`src/rtl/direction_cmd_gen.sv`:
```
// direction_cmd_gen
// Turns four raw direction buttons into a held 4-bit command {F,B,L,R}.
// Path: 2-flop synchroniser -> per-button debounce -> opposing-pair resolution
// -> IDLE/ACTIVE/HOLD FSM. The FSM keeps the last command visible for
// HOLD_CYCLES after every button has been released.
// Optional feature, macro DIR_LAST_WINS_EN: when both members of an opposing
// pair are held, report the member pressed most recently instead of cancelling.
//
// state  | meaning
// IDLE   | nothing pressed, COMMAND = 0
// ACTIVE | resolved direction present, COMMAND follows res every cycle
// HOLD   | everything released, COMMAND frozen until hold_cnt runs out or a new press

module direction_cmd_gen #(
    parameter int DB_CYCLES   = 1000000,
    parameter int HOLD_CYCLES = 50000000,
    parameter int CNT_W       = 26
) (
    input  logic       CLK,
    input  logic       RESET,
    input  logic       BTN_R,
    input  logic       BTN_L,
    input  logic       BTN_B,
    input  logic       BTN_F,
    output logic [3:0] COMMAND,
    output logic       CMD_VALID,
    output logic       HOLDING
);

    typedef enum logic [1:0] {
        IDLE   = 2'd0,
        ACTIVE = 2'd1,
        HOLD   = 2'd2
    } state_t;

    localparam logic [CNT_W-1:0] DB_LAST   = CNT_W'(DB_CYCLES - 1);
    localparam logic [CNT_W-1:0] HOLD_LOAD = CNT_W'(HOLD_CYCLES - 1);

    logic [3:0]       btn_raw;
    logic [3:0]       sync_1;
    logic [3:0]       sync_2;
    logic [3:0]       db;
    logic [CNT_W-1:0] db_cnt [4];
    logic [3:0]       res;

    state_t           state_q;
    state_t           state_d;
    logic [CNT_W-1:0] hold_cnt;
    logic [CNT_W-1:0] hold_d;
    logic [3:0]       cmd_d;

    assign btn_raw = {BTN_F, BTN_B, BTN_L, BTN_R};

    // Two-flop synchroniser in front of everything else.
    always_ff @(posedge CLK or negedge RESET) begin
        if (!RESET) begin
            sync_1 <= '0;
            sync_2 <= '0;
        end else begin
            sync_1 <= btn_raw;
            sync_2 <= sync_1;
        end
    end

    // Debounce: accept a new level only after DB_CYCLES consecutive differing samples.
    always_ff @(posedge CLK or negedge RESET) begin
        if (!RESET) begin
            db <= '0;
            for (int i = 0; i < 4; i++) begin
                db_cnt[i] <= '0;
            end
        end else begin
            for (int i = 0; i < 4; i++) begin
                if (sync_2[i] == db[i]) begin
                    db_cnt[i] <= '0;
                end else if (db_cnt[i] == DB_LAST) begin
                    db[i]     <= sync_2[i];
                    db_cnt[i] <= '0;
                end else begin
                    db_cnt[i] <= db_cnt[i] + CNT_W'(1);
                end
            end
        end
    end

`ifdef DIR_LAST_WINS_EN
    logic [3:0] db_rise;
    logic       l_newer;   // 1: L rose after R
    logic       f_newer;   // 1: F rose after B

    // Debounced rising edges, i.e. the cycle in which db is about to go 0 -> 1.
    always_comb begin
        db_rise = '0;
        for (int i = 0; i < 4; i++) begin
            db_rise[i] = sync_2[i] && !db[i] && (db_cnt[i] == DB_LAST);
        end
    end

    // Remember which member of each pair was pressed last; simultaneous rise favours R / B.
    always_ff @(posedge CLK or negedge RESET) begin
        if (!RESET) begin
            l_newer <= 1'b0;
            f_newer <= 1'b0;
        end else begin
            if (db_rise[0]) begin
                l_newer <= 1'b0;
            end else if (db_rise[1]) begin
                l_newer <= 1'b1;
            end
            if (db_rise[2]) begin
                f_newer <= 1'b0;
            end else if (db_rise[3]) begin
                f_newer <= 1'b1;
            end
        end
    end

    // Pair resolution: a fully held pair reports its most recent member.
    always_comb begin
        res = db;
        if (db[0] && db[1]) begin
            res[1:0] = l_newer ? 2'b10 : 2'b01;
        end
        if (db[2] && db[3]) begin
            res[3:2] = f_newer ? 2'b10 : 2'b01;
        end
    end
`else
    // Pair resolution: a fully held opposing pair cancels out.
    always_comb begin
        res = db;
        if (db[0] && db[1]) begin
            res[1:0] = 2'b00;
        end
        if (db[2] && db[3]) begin
            res[3:2] = 2'b00;
        end
    end
`endif

    // Next-state and next-command logic.
    always_comb begin
        state_d = state_q;
        hold_d  = hold_cnt;
        cmd_d   = COMMAND;
        case (state_q)
            IDLE: begin
                cmd_d = '0;
                if (res != 4'b0000) begin
                    state_d = ACTIVE;
                    cmd_d   = res;
                end
            end
            ACTIVE: begin
                if (res != 4'b0000) begin
                    cmd_d = res;
                end else begin
                    state_d = HOLD;
                    hold_d  = HOLD_LOAD;
                end
            end
            HOLD: begin
                if (res != 4'b0000) begin
                    state_d = ACTIVE;
                    cmd_d   = res;
                end else if (hold_cnt == '0) begin
                    state_d = IDLE;
                    cmd_d   = '0;
                end else begin
                    hold_d = hold_cnt - CNT_W'(1);
                end
            end
            default: begin
                state_d = IDLE;
                cmd_d   = '0;
            end
        endcase
    end

    // FSM and output registers; CMD_VALID flags a real change of COMMAND only.
    always_ff @(posedge CLK or negedge RESET) begin
        if (!RESET) begin
            state_q   <= IDLE;
            hold_cnt  <= '0;
            COMMAND   <= '0;
            CMD_VALID <= 1'b0;
        end else begin
            state_q   <= state_d;
            hold_cnt  <= hold_d;
            COMMAND   <= cmd_d;
            CMD_VALID <= (cmd_d != COMMAND);
        end
    end

    assign HOLDING = (state_q == HOLD);

endmodule

```
`config.mk`:
```
export PLATFORM = sky130hd
export DESIGN_NAME = direction_cmd_gen
export DESIGN_NICKNAME = d
export VERILOG_FILES = /design/src/rtl/direction_cmd_gen.sv
export SDC_FILE = /design/constraint.sdc
export NUM_CORES = 1
export LEC_CHECK = 0
export CAP_MARGIN = 40
export CORE_UTILIZATION = 50
export DETAILED_ROUTE_END_ITERATION = 8
export GPL_TIMING_DRIVEN = 0
export PLACE_DENSITY = 0.65
export SLEW_MARGIN = 30
export SYNTH_ARGS = -nofsm -noshare
export SYNTH_HDL_FRONTEND = slang
export SYNTH_SLANG_ARGS = --single-unit
```
`constraint.sdc`:
```
create_clock -name CLK -period 4.09 [get_ports CLK]
set_input_delay 1.0225 -clock CLK [delete_from_list [all_inputs] [get_ports CLK]]
set_output_delay 1.0225 -clock CLK [all_outputs]
set_load 0.01 [all_outputs]
```
==> results of run 1 <==
area by class of cell:
cell class	instances	area [um^2]	area share (%)
clock buffer	23	478	5.57
multi-input combinational	602	3730	43.5
clock inverter	5	52.6	0.612
buffer	29	133	1.55
tap	184	230	2.68
timing repair buffer	14	151	1.76
sequential	149	3730	43.5
inverter	21	78.8	0.919
registers in the layout, summed over array words and instances, names as in the netlist:
signal     cells
CMD_VALID      1
COMMAND        4
db             4
db_cnt       104
hold_cnt      26
state_q        2
sync_1         4
sync_2         4
worst register-to-register path: stages, from the launching register on:
cell      delay (ns)
dfrtp_1         0.41
inv_1           0.09
ha_1            0.33
nand4b_1        0.28
nor4_2          0.61
nand4_1         0.37
nor4_1          0.33
mux2i_1         0.26
through the flow:
| stage | total power, mW | hold slack, ns | setup slack, ns | std cells | area [um^2] |
|---|---|---|---|---|---|
| after detailed placement | 1.61 | 0.335 | 1.23 | 999 | 8050 |
| after CTS | 3.05 | 0.351 | 0.788 | 1027 | 8580 |
| after global placement | 1.60 | 0.334 | -3.92 | 996 | 8000 |
| after floorplan | 1.56 | 0.331 | 1.88 | 801 | 7660 |
| after global routing | 3.12 | 0.364 | 0.658 | 1027 | 8580 |
| final | 3.01 | 0.346 | 0.789 | 1027 | 8580 |
worst min path at each step:
| stage | endpoint | slack, ns | cells after the start |
|---|---|---|---|
| finish | sync_2[3] | 0.35 | 0 |
| global placement | sync_2[3] | 0.33 | 0 |
| CTS | sync_2[2] | 0.35 | 0 |
| global route | sync_2[3] | 0.36 | 0 |
| detailed placement | sync_2[2] | 0.33 | 0 |
| floorplan | sync_2[0] | 0.33 | 0 |
report_power, final:
part	switching, mW	internal, mW
Clock	0.560	0.868
Combinational	0.0560	0.0226
Sequential	0.0121	1.49
Total	0.628	2.38
kinds of logic (layout without fill, tap and decap cells):
family,after synthesis,after routing
xor+xnor,102,102
compound gates,68,68
fa+ha+maj,11,11
mux,8,8
simple gates,413,413
buf+inv,50,92
flops,149,149
metal layers:
metal	share of wire, %	vias up	global-route usage, %
li1	-	2886	-
met1	48	2930	29.7
met2	46	144	33.7
met3	4.6	13	5.31
met4	0.91	0	5.67
met5	0	-	0
placed cells by master, fill, tap and decap left out, types with 6 or more instances in the layout:
master	instances
or4_1	6
and2_1	6
nor4b_1	8
clkbuf_16	17
nor3_1	27
mux2i_1	6
nand4_1	40
and3_1	17
nand2_1	52
nor4_1	18
ha_1	10
xor2_1	55
clkdlybuf4s50_1	10
o21ai_0	22
xnor2_1	47
and4_1	15
inv_1	20
buf_2	8
dfrtp_1	149
nand3_1	51
a21oi_1	10
nor2_1	134
clkbuf_1	23
or3_1	9
==> summary.txt, run 1 <==
Status
  – Status: completed

Worst setup path
  – Worst Reg-to-Reg Cells: 7
  – Crit path depth: 5
  – Worst setup SP type: register
  – Worst path max stage delay: 0.51 ns
  – Largest delay share family, worst path: buffers and inverters
  – Worst Setup SP: state_q[0]
  – FF-to-FF Start: db[0]
  – Crit path max-delay cell type: clkdlybuf4s50_1
  – Critical path cell sequence: clkbuf_1 -> clkinv_1 -> nand2_1 -> inv_1 -> clkdlybuf4s50_1
  – Flop2flop setup slack: 1.33 ns
  – Reg-to-Reg End: hold_cnt[21]
  – CP Max Fanout: 10
  – Critical path buffers and inverters: 4
  – Critical Path End Type: primary output
  – WP data required: 3.07 ns
  – CP endpoint: HOLDING
  – Crit path DAT: 2.28 ns
  – CP Class: register to primary output

Timing
  – Min cycle time layout: 3.30 ns
  – Worst slew pin tran: 0.757 ns
  – Setup-failing EPs final: 0
  – Highest Clock Rate: 303 MHz
  – RSZ-0062 raised after global routing: no
  – Worst slew margin: 49.2%
  – Pins Over Slew Limit: 0
  – Post-route setup TNS: 0 ns
  – Hold Vio Cnt, Final: 0
  – Skew final: 0.00698 ns
  – Post-route clock period utilization: 80.7%

Global routing
  – Pin count of the biggest net entering global routing: 89
  – Number of global-route vias before repair: 5856
  – First-pass GRT wire length: 27.5 mm
  – Total GRT Usage: 21.4%
  – GR Overflow Total: 0
  – Initial antenna violation count: 0

Clock network
  – Post-CTS sizing: 0
  – CTS H-tree lvls: 4
  – Root buf cell: clkbuf_16
  – Sink Count: 149
  – Post-CTS setup buffer count: 0
  – Clk pin slew, worst setup/hold paths: 0.05 ns
  – Clock latency on the worst-skew pair: 0.41 ns
  – TritonCTS clock tree: built
  – Cts hold-fix bufs: 0
  – Clk buf depth: 2
  – TritonCTS buffer count: 17

Hold path
  – Hold WC Path Type: register to register
  – Hold Path Origin: sync_1[3]

Synthesis
  – Cell with the most instances after synthesis: dfrtp_1
  – Post-Syn Area per Cell: 9.57 um^2
  – Share of the yosys chip area belonging to registers: 48.7%
  – Main flop type after synthesis: dfrtp_1
  – Cell count after synthesis: 801
  – XOR/XNOR share of the synthesized area: 11.7%
  – Synth Area in Compound Gates: 6.14%
  – EDFF count, synth: 0
  – Share of the synthesized area in the top cell type: 48.7%
  – Yosys warns: 0
  – Syn Nets: 817
  – Simple-Gate Fraction of Synth Area: 28.0%
  – #FFs+latches synth: 149
  – Post-synthesis mux area share: 1.08%
  – Post-synth top area cell: dfrtp_1
  – Synth cell count leaders: dfrtp_1, nor2_1, xor2_1, nand2_1, nand3_1
  – Distinct cells, synth: 56
  – Mapped Area: 7660 um^2
  – Async SR Flop Fraction: 100%
  – Synth area leaders: dfrtp_1, nor2_1, xor2_1
  – Adder-Cell Fraction of Synth Area: 1.76%
  – Combinational family with the most area after synthesis: simple AND/OR/NAND/NOR gates

Drt
  – Via-to-Cell Ratio: 5.82
  – WL per Instance: 15.4 um
  – Via count: 5973
  – Detailed Routing Iterations Pass 1: 5
  – Final ANT Viol Nets: 0
  – Initial drt markers: 486
  – Drt drc: 0
  – Routed WL: 15.8 mm

Final layout
  – Area Overhead vs Synth: 12.0%
  – Utilization after layout: 58.2%
  – Nets@finish: 850
  – Layout cells sized above 1: 6.88%
  – # fillers: 1297
  – Inserted Diodes: 0

Place
  – HPWL after detailed placement: 10.9 mm
  – Input/output buffers: 11
  – GPL Wtd Cong: 0.843

Die
  – Starting Density: 51.9%
  – Total Die Area: 15800 um^2
  – Die Wd: 126 um
  – Core ar.: 14800 um^2
  – Row cnt: 44
  – Ports: 12
  – Die Span Y: 126 um

Job
  – Max-cap violation count: 0

Power and ir drop
  – LEAKAGE: 3.71 nW
  – Pwr/cell area: 350 nW/um^2
  – Worst vdd ir: 0.256 mV
No activity file was read; power rests on OpenSTA's default activity.
==> inputs of run 2 (changes only) <==
PLACE_DENSITY = 0.68   (was 0.65)
clock period = 2.7 ns   (was 4.09 ns; I/O delays follow)
==> run 2 against run 1 <==
  * Via count barely moved
  * Largest cell class is now multi-input gates
  * Sequential share of layout area decreased by 0.64 points
  * Critical endpoint unchanged
  * Register-to-register slack worse by 1.2 ns
  * Critical path type unchanged
  * Largest power group is now the clock network
  * Highest routed layer unchanged
==> summary.txt, run 2 (synthesis gave the netlist of run 1 again) <==
Place
  – GPL Wtd Cong: 0.871 (+3.4%)
  – Input/output buffers: 11 (unchanged)
  – HPWL after detailed placement: 10.9 mm (+0.23%)

Drt
  – Routed WL: 16.2 mm (+2.5%)
  – WL per Instance: 15.7 um (+2.2%)
  – Initial drt markers: 415 (-15%)
  – Via-to-Cell Ratio: 5.80 (-0.24%)
  – Final ANT Viol Nets: 0 (unchanged)
  – Detailed Routing Iterations Pass 1: 5 (unchanged)
  – Via count: 5976 (+0.050%)
  – Drt drc: 0 (unchanged)

Power and ir drop
  – LEAKAGE: 3.76 nW (+1.4%)
  – Pwr Total: 4.95 mW (+65%)
  – Pwr/cell area: 569 nW/um^2 (+62%)
  – Worst vdd ir: 0.438 mV (+71%)

Final layout
  – Regs by FF count: db_cnt x104, hold_cnt x26
  – Max FFs per register: 104 (unchanged)
  – Most common cell after layout, fill and taps aside: dfrtp_1
  – Utilization after layout: 59.0% (+0.89 points)
  – Layout cells sized above 1: 8.16% (+1.3 points)
  – # fillers: 1258 (-3.0%)
  – Inserted Diodes: 0 (unchanged)
  – Most flop-heavy register: db_cnt
  – Most frequent cells in the layout: dfrtp_1, nor2_1, xor2_1, nand2_1, nand3_1
  – Nets@finish: 849 (-0.12%)
  – Area Overhead vs Synth: 13.7%

Clock network
  – TritonCTS clock tree: built
  – CTS H-tree lvls: 4 (unchanged)
  – Cts hold-fix bufs: 0 (unchanged)
  – Clock latency on the worst-skew pair: 0.42 ns (about the same)
  – Clk buf depth: 2 (unchanged)
  – TritonCTS buffer count: 17 (unchanged)
  – Post-CTS setup buffer count: 0 (unchanged)
  – Clk pin slew, worst setup/hold paths: 0.06 ns (about the same)
  – Sink Count: 149 (unchanged)
  – Root buf cell: clkbuf_16

Timing
  – Hold Vio Cnt, Final: 0 (unchanged)
  – Pins Over Slew Limit: 0 (unchanged)
  – Setup-failing EPs final: 0 (unchanged)
  – Skew final: 0.00837 ns (+0.00138 ns)
  – Post-route clock period utilization: 95.6%
  – Worst slew pin tran: 0.769 ns (+0.0119 ns)
  – Min cycle time layout: 2.58 ns
  – Highest Clock Rate: 387 MHz
  – Worst slew margin: 48.5% (-0.71 points)

Worst setup path
  – Crit path DAT: 1.91 ns (-0.37 ns)
  – Reg-to-Reg End: db_cnt[85]
  – CP Class: register to primary output
  – Worst setup SP type: register
  – Critical Path End Type: primary output
  – FF-to-FF Start: db_cnt[78]
  – Flop2flop setup slack: 0.13 ns (-1.20 ns)
  – CP Max Fanout: 10 (unchanged)
  – Worst Reg-to-Reg Cells: 8 (+1)
  – Worst path max stage delay: 0.58 ns (+0.07 ns)
  – Worst Setup SP: state_q[0]
  – Crit path max-delay cell type: clkdlybuf4s50_1
  – Critical path cell sequence: clkinv_2 -> nand2_1 -> inv_1 -> clkdlybuf4s50_1
  – WP data required: 2.03 ns (-1.04 ns)

Global routing
  – Number of global-route vias before repair: 5960 (+1.8%)
  – Total GRT Usage: 21.9% (+0.43 points)
  – GR Overflow Total: 0 (unchanged)
  – First-pass GRT wire length: 28.2 mm (+2.6%)
  – Initial antenna violation count: 0 (unchanged)
  – Pin count of the biggest net entering global routing: 80 (-10%)

Status
  – Status: completed

Die
  – Starting Density: 51.9% (unchanged)
  – Row cnt: 44 (unchanged)
  – Core ar.: 14800 um^2 (unchanged)
  – Total Die Area: 15800 um^2 (unchanged)
  – Die Wd: 126 um (unchanged)
  – Ports: 12 (unchanged)
  – Die Span Y: 126 um (unchanged)

Job
  – Max-cap violation count: 0 (unchanged)

Hold path
  – Hold WC Path Type: primary input to async pin
[run 2: cell types whose count changed in the layout (fill, tap and decap cells not counted)]
cell	previous run	this run
clkbuf_2	0	1
clkinv_1	1	0
clkbuf_1	23	19
dfrtp_2	0	1
dfrtp_1	149	148
clkinv_4	0	1
nor4_4	1	2
nor4_1	18	17
nor3_2	2	3
bufinv_16	1	4
clkinvlp_4	1	2
nor3_1	27	26
inv_6	0	2
[run 2: layout make-up]
cell class / count / area (um^2) / area share [%]
well taps: 184 / 230 / 2.64
repair buffers: 14 / 151 / 1.74
clock inverters: 11 / 171 / 1.97
clock buffers: 21 / 470 / 5.40
multi-input cells: 602 / 3750 / 43.0
plain buffers: 28 / 130 / 1.49
flip-flops and latches: 149 / 3730 / 42.8
inverters: 21 / 80.1 / 0.919
[run 2: per-stage QoR]
stage | setup WS [ns] | TNS (ns) | cells | instance area, um^2 | hold slack [ns]
2_1_floorplan | 0.491 | 0 | 801 | 7660 | 0.331
3_3_place_gp | -4.89 | -727.36 | 996 | 8000 | 0.334
3_5_place_dp | 0.0359 | 0 | 999 | 8050 | 0.339
4_1_cts | 0.0393 | 0 | 1030 | 8690 | 0.223
5_1_grt | -0.0312 | -0.390 | 1030 | 8710 | 0.247
6_report | 0.119 | 0 | 1030 | 8710 | 0.194
[run 2: repair_timing]
item / 4_1_cts / 5_1_grt
pin swaps: 0 / 1
resized for setup: 2 / 4
setup endpoints to repair: 1 / 45
[run 2: worst max-delay path, delay by kind of cell, from the launching register on]
family / cells / cell delay [ns]
flip-flops: 1 / 0.48
buffers and inverters: 3 / 0.92
AND/OR/NAND/NOR: 1 / 0.09
[run 2: report_power, final]
| group | switching, mW | internal [mW] | leakage, nW |
|---|---|---|---|
| clock network | 0.934 | 1.63 | 0.310 |
| logic | 0.0866 | 0.0349 | 1.40 |
| registers | 0.0195 | 2.25 | 2.05 |
[run 2: routing by layer]
| layer | track usage [%] | up-vias | routed length, um |
|---|---|---|---|
| met5 | 0 | - | 0 |
| met3 | 4.93 | 19 | 614 |
| met1 | 29.7 | 2962 | 7860 |
| li1 | - | 2885 | - |
| met2 | 34.8 | 110 | 7560 |
| met4 | 7.23 | 0 | 162 |
[run 2: worst max-delay path by stage]
stage	slack [ns]	endpoint	cells after the start
2_1_floorplan	0.49	hold_cnt[22]	7
3_3_place_gp	-4.89	db_cnt[42]	1
3_5_place_dp	0.04	hold_cnt[21]	7
4_1_cts	0.04	db_cnt[85]	8
5_1_grt	-0.03	db_cnt[86]	8
6_report	0.12	HOLDING	4
